**src/rtl/mul_eval_pkg.sv**
```systemverilog
// Shared types and arithmetic helpers for the exhaustive error-threshold evaluators.
package mul_eval_pkg;

    localparam int DEF_IN_W  = 4;
    localparam int DEF_OUT_W = 4;
    localparam int DEF_ET    = 5;

    // Helpers work at a fixed generous width; callers zero-extend operands and truncate results.
    localparam int OP_W  = 16;
    localparam int ARG_W = 32;

    typedef enum logic [1:0] {
        IDLE  = 2'd0,
        SWEEP = 2'd1,
        DRAIN = 2'd2,
        DONE  = 2'd3
    } state_t;

    // Unsigned exact product of the two operand halves.
    function automatic logic [ARG_W-1:0] exact_mul(input logic [OP_W-1:0] a, input logic [OP_W-1:0] b);
        return ARG_W'(a) * ARG_W'(b);
    endfunction

    // Unsigned absolute difference.
    function automatic logic [ARG_W-1:0] abs_diff(input logic [ARG_W-1:0] x, input logic [ARG_W-1:0] y);
        return (x > y) ? (x - y) : (y - x);
    endfunction

endpackage

```
**src/rtl/approx_error_monitor_err_accum.sv**
```systemverilog
// Error metric accumulator: max, sum and threshold-violation count over one sweep.
module err_accum
    import mul_eval_pkg::*;
#(
    parameter int W     = DEF_OUT_W,
    parameter int SUM_W = 8,
    parameter int CNT_W = 5,
    parameter int ET    = DEF_ET
) (
    input  logic             clk,
    input  logic             rst,
    input  logic             clear_i,
    input  logic             sample_valid_i,
    input  logic             finalize_i,
    input  logic [W-1:0]     exact_i,
    input  logic [W-1:0]     approx_i,
    output logic [W-1:0]     max_err_o,
    output logic [SUM_W-1:0] sum_err_o,
    output logic [CNT_W-1:0] viol_cnt_o,
    output logic             pass_o
);

    localparam logic [W-1:0] ET_W = W'(ET);

    logic [W-1:0]     err;
    logic [CNT_W-1:0] viol_next;

    // Per-sample error and the violation count including the sample of this cycle,
    // so the pass verdict can be taken on the same edge as the final sample.
    always_comb begin
        err       = W'(abs_diff(ARG_W'(exact_i), ARG_W'(approx_i)));
        viol_next = viol_cnt_o;
        if (sample_valid_i && (err > ET_W)) begin
            viol_next = viol_cnt_o + CNT_W'(1);
        end
    end

    // Metric registers; clear wins over a coincident sample.
    always_ff @(posedge clk or posedge rst) begin
        if (rst) begin
            max_err_o  <= '0;
            sum_err_o  <= '0;
            viol_cnt_o <= '0;
            pass_o     <= 1'b0;
        end else if (clear_i) begin
            max_err_o  <= '0;
            sum_err_o  <= '0;
            viol_cnt_o <= '0;
            pass_o     <= 1'b0;
        end else begin
            if (sample_valid_i) begin
                if (err > max_err_o) begin
                    max_err_o <= err;
                end
                sum_err_o  <= sum_err_o + SUM_W'(err);
                viol_cnt_o <= viol_next;
            end
            if (finalize_i) begin
                pass_o <= (viol_next == '0);
            end
        end
    end

endmodule

```
**src/rtl/approx_error_monitor.sv**
```systemverilog
// Exhaustive sweep harness for an approximate multiplier: drives every input vector,
// realigns the circuit response by RESP_LAT cycles and reports error metrics.
//
// state | meaning
// ------+-----------------------------------------------------------
// IDLE  | waiting for start_i; results of the last sweep held
// SWEEP | stim_o walks 0 .. 2^IN_W-1, one vector per cycle
// DRAIN | RESP_LAT cycles for the last responses to arrive
// DONE  | one-cycle done_o, results final
module approx_error_monitor
    import mul_eval_pkg::*;
#(
    parameter int IN_W     = DEF_IN_W,
    parameter int OUT_W    = DEF_OUT_W,
    parameter int ET       = DEF_ET,
    parameter int RESP_LAT = 0
) (
    input  logic                  clk,
    input  logic                  rst,
    input  logic                  start_i,
    output logic [IN_W-1:0]       stim_o,
    output logic                  stim_valid_o,
    input  logic [OUT_W-1:0]      resp_i,
    output logic                  busy_o,
    output logic                  done_o,
    output logic [OUT_W-1:0]      max_err_o,
    output logic [OUT_W+IN_W-1:0] sum_err_o,
    output logic [IN_W:0]         viol_cnt_o,
    output logic                  pass_o
);

    localparam int              HALF       = IN_W / 2;
    localparam logic [IN_W-1:0] LAST_VEC   = '1;
    localparam logic [1:0]      DRAIN_LOAD = (RESP_LAT > 0) ? 2'(RESP_LAT - 1) : 2'd0;

    if (OUT_W != IN_W) begin : g_bad_width
        $error("approx_error_monitor: OUT_W must equal IN_W");
    end
    if (RESP_LAT < 0 || RESP_LAT > 3) begin : g_bad_lat
        $error("approx_error_monitor: RESP_LAT must be in 0..3");
    end

    state_t          state;
    logic [1:0]      drain_cnt;
    logic            start_ok;
    logic            enter_done;
    logic            sample_valid;
    logic [IN_W-1:0] sample_stim;
    logic [OUT_W-1:0] exact;

    // Sweep start and the edge on which results become final.
    always_comb begin
        start_ok   = (state == IDLE) && start_i;
        enter_done = ((state == SWEEP) && (stim_o == LAST_VEC) && (RESP_LAT == 0)) ||
                     ((state == DRAIN) && (drain_cnt == 2'd0));
    end

    // Sequencer FSM with registered stimulus and status outputs.
    always_ff @(posedge clk or posedge rst) begin
        if (rst) begin
            state        <= IDLE;
            stim_o       <= '0;
            stim_valid_o <= 1'b0;
            busy_o       <= 1'b0;
            done_o       <= 1'b0;
            drain_cnt    <= 2'd0;
        end else begin
            done_o <= 1'b0;
            case (state)
                IDLE: begin
                    if (start_i) begin
                        state        <= SWEEP;
                        stim_o       <= '0;
                        stim_valid_o <= 1'b1;
                        busy_o       <= 1'b1;
                    end
                end
                SWEEP: begin
                    if (stim_o == LAST_VEC) begin
                        stim_valid_o <= 1'b0;
                        if (enter_done) begin
                            state  <= DONE;
                            busy_o <= 1'b0;
                            done_o <= 1'b1;
                        end else begin
                            state     <= DRAIN;
                            drain_cnt <= DRAIN_LOAD;
                        end
                    end else begin
                        stim_o <= stim_o + IN_W'(1);
                    end
                end
                DRAIN: begin
                    if (enter_done) begin
                        state  <= DONE;
                        busy_o <= 1'b0;
                        done_o <= 1'b1;
                    end else begin
                        drain_cnt <= drain_cnt - 2'd1;
                    end
                end
                DONE: begin
                    state <= IDLE;
                end
                default: begin
                    state <= IDLE;
                end
            endcase
        end
    end

    // The operands travel with their valid flag so the exact product lines up with resp_i.
    if (RESP_LAT == 0) begin : g_no_pipe
        assign sample_valid = stim_valid_o;
        assign sample_stim  = stim_o;
    end else begin : g_pipe
        logic [IN_W:0] pipe [RESP_LAT];

        // Latency-matching shift register for {valid, b, a}.
        always_ff @(posedge clk or posedge rst) begin
            if (rst) begin
                for (int i = 0; i < RESP_LAT; i++) begin
                    pipe[i] <= '0;
                end
            end else begin
                pipe[0] <= {stim_valid_o, stim_o};
                for (int i = 1; i < RESP_LAT; i++) begin
                    pipe[i] <= pipe[i-1];
                end
            end
        end

        assign sample_valid = pipe[RESP_LAT-1][IN_W];
        assign sample_stim  = pipe[RESP_LAT-1][IN_W-1:0];
    end

    assign exact = OUT_W'(exact_mul(OP_W'(sample_stim[HALF-1:0]), OP_W'(sample_stim[IN_W-1:HALF])));

    err_accum #(
        .W     (OUT_W),
        .SUM_W (OUT_W + IN_W),
        .CNT_W (IN_W + 1),
        .ET    (ET)
    ) u_err_accum (
        .clk            (clk),
        .rst            (rst),
        .clear_i        (start_ok),
        .sample_valid_i (sample_valid),
        .finalize_i     (enter_done),
        .exact_i        (exact),
        .approx_i       (resp_i),
        .max_err_o      (max_err_o),
        .sum_err_o      (sum_err_o),
        .viol_cnt_o     (viol_cnt_o),
        .pass_o         (pass_o)
    );

endmodule

```
**config.mk**
```make
export PLATFORM = sky130hd
export DESIGN_NAME = approx_error_monitor
export DESIGN_NICKNAME = d
export VERILOG_FILES = /design/src/rtl/mul_eval_pkg.sv /design/src/rtl/approx_error_monitor_err_accum.sv /design/src/rtl/approx_error_monitor.sv
export SDC_FILE = /design/constraint.sdc
export NUM_CORES = 1
export LEC_CHECK = 0
export ABC_AREA = 1
export CAP_MARGIN = 20
export CORE_UTILIZATION = 50
export DETAILED_ROUTE_END_ITERATION = 8
export PLACE_DENSITY = 0.75
export SLEW_MARGIN = 20
export SYNTH_ARGS = -nofsm -noshare
export SYNTH_HDL_FRONTEND = slang
export SYNTH_SLANG_ARGS = --single-unit
export TNS_END_PERCENT = 20
```
**constraint.sdc**
```tcl
create_clock -name clk -period 9.05 [get_ports clk]
set_input_delay 1.81 -clock clk [delete_from_list [all_inputs] [get_ports clk]]
set_output_delay 1.81 -clock clk [all_outputs]
set_load 0.02 [all_outputs]
```
Word level (Yosys, flattened, before mapping) --
Cells that the tools add are included. W data, S select, Z words.
Cells by class: reductions and logical operators 20, mux-type cells 32, equality and inequality tests 10, multipliers 1, $add $sub $neg 6, $lt $le $gt $ge 3
Operators by type and width (number):
- $mux W4 | 6
- $mux W8 | 2
- $mux W5 | 3
- $mux W2 | 6
- $reduce_and A3 Y1 | 4
- $ne A2 B2 Y1 const B | 5
- $reduce_bool A2 Y1 | 5
- $mux W1 | 9
- $add A8 B4 Y8 | 1
- $gt A4 B4 Y1 | 2
- $pmux W2 S4 | 1
- $pmux W4 S2 | 1
- $sub A4 B4 Y4 | 2
- $add A5 B1 Y5 const B | 1
- $logic_not A5 Y1 | 1
- $add A4 B1 Y4 const B | 1
- $eq A2 B2 Y1 const B | 2
- $eq A4 B4 Y1 const B | 1
- $gt A4 B3 Y1 const B | 1
- $logic_and A1 B1 Y1 | 4
- $logic_not A2 Y1 | 2
- $mul A2 B2 Y4 | 1
- $pmux W1 S2 | 2
- $pmux W2 S2 | 1
- other kinds (8) | 8
Storage, ports and cells: input port bits 7, logic and storage cells 82, bits in registers 29, output and inout port bits 25

Longest topological paths before layout --
word-level depth 9, depth in mapped cells 24

Modules after synthesis --
Synthesis repeated with hierarchy kept, for this count alone.
Second synthesis, totals: cells, all modules 286, area total of the unflattened synthesis 2182.1 µm²
Modules (own cells, without submodules):
- err_accum | area an instance 1462.7 µm², instances 1, seq. area each 450.4 µm², cells an instance 195
- approx_error_monitor | area an instance 719.4 µm², instances 1, seq. area each 275.3 µm², cells an instance 91

Worst setup path after synthesis --
Ideal clock, no wire load.
path kind input to register, start point in resp_i[0], end point reg u_err_accum.sum_err_o[5], data required time 8.931 ns, setup slack 5.163 ns, buffers on the path 0, setup time 0.119 ns, stages 17, arrival 3.768 ns, path through ha_1 fa_1 inv_1 nand2_1 nand2_1 nand2_1 nor2_1 nand3_1 nand2_2 inv_1 ha_1 nand2_1 inv_1 a21boi_1 nand2_1 a21oi_1 nor2_1
Between the ends: cells in the longest elaborated chain, start to end 5
RTL lines:
- start, declared | RTL line approx_error_monitor.sv:23 | input logic [OUT_W-1:0] resp_i,
- $sub A4 B4 Y4 or $gt A4 B4 Y1 (tied branches) | RTL line mul_eval_pkg.sv:26 | return (x > y) ? (x - y) : (y - x);
- $mux W4 (*) | RTL line mul_eval_pkg.sv:26
- $add A8 B4 Y8 (*) | RTL line approx_error_monitor_err_accum.sv:55 | sum_err_o <= sum_err_o + SUM_W'(err);
- $mux W8 (*) | RTL line approx_error_monitor_err_accum.sv:51 | if (sample_valid_i) begin
- $mux W8 (*) | RTL line approx_error_monitor_err_accum.sv:45 | end else if (clear_i) begin
- end signal, assigned | RTL line approx_error_monitor_err_accum.sv:55
- end, declared | RTL line approx_error_monitor_err_accum.sv:18 | output logic [SUM_W-1:0] sum_err_o,
Mark *: on every way between the ends. The rest lies on a longest branch, timed or not. The select of a mux whose other input is x is not followed. A chain may end at the register's enable or synchronous reset.

Worst setup path in the final report --
start point in resp_i[0], end point reg u_err_accum.max_err_o[0]
Between the ends: cells in the longest elaborated chain, start to end 5
RTL lines:
- $sub A4 B4 Y4 or $gt A4 B4 Y1 (tied branches) | RTL line mul_eval_pkg.sv:26
- $mux W4 (*) | RTL line mul_eval_pkg.sv:26
- $gt A4 B4 Y1 or $mux W4 (tied branches) | RTL line approx_error_monitor_err_accum.sv:52 | if (err > max_err_o) begin
- $reduce_bool A2 Y1 (no source line) or $mux W4 (tied branches)
- $reduce_and A2 Y1 (no source line) or $mux W4 (tied branches)
- end signal, assigned | RTL line approx_error_monitor_err_accum.sv:53 | max_err_o <= err;
- end, declared | RTL line approx_error_monitor_err_accum.sv:17 | output logic [W-1:0] max_err_o,
Marked as above.

==> impl_metrics.sql <==
INSERT INTO impl_metrics (metric_group, metric, value, unit) VALUES
('layout', 'antennaDiodeCount', '0', ''),
('critical_path', 'critical_path.endpoint_type', 'flip-flop', ''),
('outcome', 'outcome', 'complete, no violations', ''),
('detailed_routing', 'route.detailed.drc', '0', ''),
('clocking', 'number_of_buffers_inserted_to_repair_setup_after_cts', '0', ''),
('power_and_ir_drop', 'p_leak', '1.381', 'nW'),
('critical_path', 'cpMostUsedCell', 'sky130_fd_sc_hd__nand2_1', ''),
('job', 'drv_cap', '0', ''),
('detailed_routing', 'routedWlPerCell', '11.77', 'µm'),
('clocking', 'cts_inserted_buffers', '5', ''),
('critical_path', 'arrival', '4.44', 'ns'),
('logic_synthesis', 'synth_top_area_share', '0.3398', ''),
('clocking', 'clk_latency', '0.28', 'ns'),
('critical_path', 'crit_chain', 'clkdlybuf4s50_1 > ha_1 > fa_1 > inv_1 > nand2_1 > nand2_1 > nand2_1 > nor2_1 > nand3_1 > nand2_2 > inv_1 > ha_1 > nand3_1 > inv_2 > nand2_1 > nand2_1 > nand3_1 > nand3_1 > o21ai_1', ''),
('logic_synthesis', 'seq_cells_post_synth', '29', ''),
('floorplan', 'dieHeight', '67.36', 'µm'),
('hold_path', 'worstHoldPathType', 'flip-flop to flip-flop', ''),
('timing', 'clock.fmax', '233.8', 'MHz'),
('global_routing', 'grt_antenna_before_repair', '0', ''),
('floorplan', 'core_area', '4058', 'µm²'),
('critical_path', 'r2r_setup_slack', '5.88', 'ns'),
('critical_path', 'worst-endpoint-required', '9.21', 'ns'),
('logic_synthesis', 'seq_area_frac_synth', '0.3398', ''),
('detailed_routing', 'via_count', '1875', ''),
('clocking', 'root_buffer', 'sky130_fd_sc_hd__clkbuf_8', ''),
('global_routing', 'vias_in_the_first_global_route', '1737', ''),
('place', 'place.gp.congestion', '0.8790', ''),
('layout', 'final_cell_count_no_fill', '371', ''),
('detailed_routing', 'drt_pre_antenna_iters', '4', ''),
('critical_path', 'critPathMaxStageDelay', '0.43', 'ns'),
('logic_synthesis', 'synth.largest_area_cell', 'sky130_fd_sc_hd__dfrtp_1', ''),
('floorplan', 'design.portCount', '32', ''),
('critical_path', 'crit_slowest_cell', 'sky130_fd_sc_hd__clkdlybuf4s50_1', ''),
('logic_synthesis', 'synthesis.instances', '284', ''),
('global_routing', 'largest_net_degree_at_the_start_of_global_routing', '30', ''),
('logic_synthesis', 'yosys-top-cells-area', 'sky130_fd_sc_hd__dfrtp_1 (34%), sky130_fd_sc_hd__ha_1 (13%), sky130_fd_sc_hd__nand2_1 (9.7%)', ''),
('logic_synthesis', 'synth.avg_cell_area', '7.520', 'µm²'),
('place', 'io_buffers', '31', ''),
('layout', 'layout-area-overhead-vs-synth', '21.85', '%'),
('logic_synthesis', 'number_of_warnings_issued_by_yosys', '0', ''),
('timing', 'rsz0062_at_grt', 'false', ''),
('global_routing', 'grt_first_pass_wirelength', '7.583', 'mm'),
('clocking', 'clock_transition_at_the_registers_of_the_reported_paths', '0.07', 'ns'),
('clocking', 'cts.htree.levels', '2', ''),
('logic_synthesis', 'synth_enable_flop_cells', '0', ''),
('clocking', 'clock_tree_from_tritoncts', 'built', ''),
('logic_synthesis', 'synthFlopType', 'sky130_fd_sc_hd__dfrtp_1', ''),
('layout', 'drive_gt1_frac', '0.08723', ''),
('clocking', 'maximum_root_to_sink_buffer_count', '2', ''),
('logic_synthesis', 'async_reset_ff_frac', '1.000', ''),
('clocking', 'cts.repair.resized', '0', ''),
('critical_path', 'capturing_point_of_the_worst_reg2reg_path', 'u_err_accum.max_err_o[0]', ''),
('power_and_ir_drop', 'p_per_area', '303.0', 'nW/µm²'),
('clocking', 'cts_sinks', '29', ''),
('layout', 'postLayoutCellArea', '2603', 'µm²'),
('place', 'detailed_place_hpwl', '3.250', 'mm'),
('timing', 'clock-skew-final', '0.003866', 'ns'),
('place', 'placed_cell_area', '2501', 'µm²'),
('floorplan', 'design.die.area', '4537', 'µm²'),
('floorplan', 'starting_density', '0.5264', ''),
('critical_path', 'setup.worst_path.end', 'u_err_accum.max_err_o[0]', ''),
('clocking', 'hold_buffers', '0', ''),
('timing', 'drv_slew', '0', ''),
('detailed_routing', 'drtIter0Drc', '194', ''),
('timing', 'setup_tns', '0', 'ns'),
('critical_path', 'critical_path.startpoint', 'resp_i[0]', ''),
('critical_path', 'worst_r2r_startpoint', 'stim_o[0]', ''),
('critical_path', 'critical_path.startpoint_type', 'input port', ''),
('timing', 'timing.final.crit_share', '0.4726', ''),
('logic_synthesis', 'syn-num-nets', '316', ''),
('critical_path', 'timing.critical_path.max_delay_family', 'adder cells', '');
==> per-layer routing <==
metal | vias up | global-route usage | part of all wire
met3 | 7 | 0.04899 | 0.039
li1 | 978 | - | -
met1 | 851 | 0.2952 | 0.47
met5 | - | 0 | 0
met4 | 0 | 0.08511 | 0.012
met2 | 39 | 0.3575 | 0.48
==> layout by cell type (no fill, tap or decap), types with 2 or more instances in the layout <==
master,netlist,final
sky130_fd_sc_hd__clkbuf_8,0,7
sky130_fd_sc_hd__inv_2,3,3
sky130_fd_sc_hd__fa_1,2,2
sky130_fd_sc_hd__nand2_2,8,8
sky130_fd_sc_hd__nand2_4,3,3
sky130_fd_sc_hd__a21oi_1,21,21
sky130_fd_sc_hd__dfrtp_1,29,29
sky130_fd_sc_hd__clkdlybuf4s50_1,0,31
sky130_fd_sc_hd__nor2_1,19,19
sky130_fd_sc_hd__xor2_1,3,3
sky130_fd_sc_hd__ha_1,23,23
sky130_fd_sc_hd__nand3_1,30,30
sky130_fd_sc_hd__inv_1,47,47
sky130_fd_sc_hd__o21ai_0,13,13
sky130_fd_sc_hd__nand2_1,55,55
sky130_fd_sc_hd__xnor2_1,3,3
sky130_fd_sc_hd__o21ai_1,6,6
==> report_power, final <==
group          internal, W  switching [W]  total, W  leakage (nW)
Combinational     0.000179       0.000254  0.000432         0.949
Clock            0.0000687      0.0000515  0.000120        0.0542
Sequential        0.000179      0.0000565  0.000236         0.378
Total             0.000427       0.000361  0.000788          1.38
==> cell usage after synthesis (2+ instances only) <==
cell type                   n
sky130_fd_sc_hd__dfrtp_1   29
sky130_fd_sc_hd__nand3_1   30
sky130_fd_sc_hd__o21ai_1    6
sky130_fd_sc_hd__a21oi_1   21
sky130_fd_sc_hd__xor2_1     3
sky130_fd_sc_hd__fa_1       2
sky130_fd_sc_hd__o21ai_0   13
sky130_fd_sc_hd__clkbuf_1   2
sky130_fd_sc_hd__nand2_4    3
sky130_fd_sc_hd__inv_1     47
sky130_fd_sc_hd__xnor2_1    3
sky130_fd_sc_hd__nand2_2    8
sky130_fd_sc_hd__nand2_1   55
sky130_fd_sc_hd__inv_2      3
sky130_fd_sc_hd__nor2_1    19
sky130_fd_sc_hd__ha_1      23
==> through the flow <==
| stage | hold slack, ns | util | setup WS (ns) |
|---|---|---|---|
| after CTS | 0.5220 | 0.6414 | 4.784 |
| after detailed placement | 0.5055 | 0.6164 | 4.512 |
| after global routing | 0.5540 | 0.6414 | 4.509 |
| after global placement | 0.4689 | 0.6164 | 4.588 |
| final | 0.5196 | 0.6414 | 4.773 |
| after floorplan | 0.4530 | - | 5.163 |
==> sequential cells by signal, indices dropped and copies added (netlist names) <==
| signal | cells |
|---|---|
| busy_o | 1 |
| done_o | 1 |
| drain_cnt | 2 |
| state | 2 |
| stim_o | 4 |
| stim_valid_o | 1 |
| u_err_accum.max_err_o | 4 |
| u_err_accum.pass_o | 1 |
| u_err_accum.sum_err_o | 8 |
| u_err_accum.viol_cnt_o | 5 |
==> worst register-to-register path: cells and delay by family, from the launching register on <==
family / cells / cell delay [ns]
adders and majority gates: 4 / 1.24
and+or+nand+nor: 11 / 1.04
DFF: 1 / 0.45
buffers and inverters: 4 / 0.25
AOI/OAI and AO/OA: 1 / 0.08
==> cell type report <==
| class | instances | area [µm²] |
|---|---|---|
| inverters | 51 | 191.4 |
| fillers | 358 | 1455 |
| well taps | 50 | 62.56 |
| clock inverters | 1 | 5.005 |
| clock buffers | 7 | 96.34 |
| repair buffers | 32 | 317.8 |
| flip-flops and latches | 29 | 725.7 |
| multi-input cells | 201 | 1204 |
==> cell families (layout without fill, tap and decap cells) <==
family                     count (synthesis)  count (layout)  share of synthesized area
AOI/OAI and AO/OA                         47              47                     0.1201
buffers and inverters                     54              91                    0.09666
adders and majority gates                 25              25                     0.1535
DFF                                       29              29                     0.3398
xor gates and xnor gates                   6               6                    0.02461
and+or+nand+nor                          123             123                     0.2654
==> worst min-delay path by stage <==
stage                 startpoint  depth (start not counted)            to  slack (ns)
floorplan           drain_cnt[1]                          2  drain_cnt[1]        0.45
global placement    drain_cnt[1]                          2  drain_cnt[1]        0.47
detailed placement        busy_o                          2        busy_o        0.51
CTS                       busy_o                          2        busy_o        0.52
global route        drain_cnt[1]                          2  drain_cnt[1]        0.55
finish              drain_cnt[1]                          2  drain_cnt[1]        0.52
Note: power is estimated with default switching activity, not from simulation.
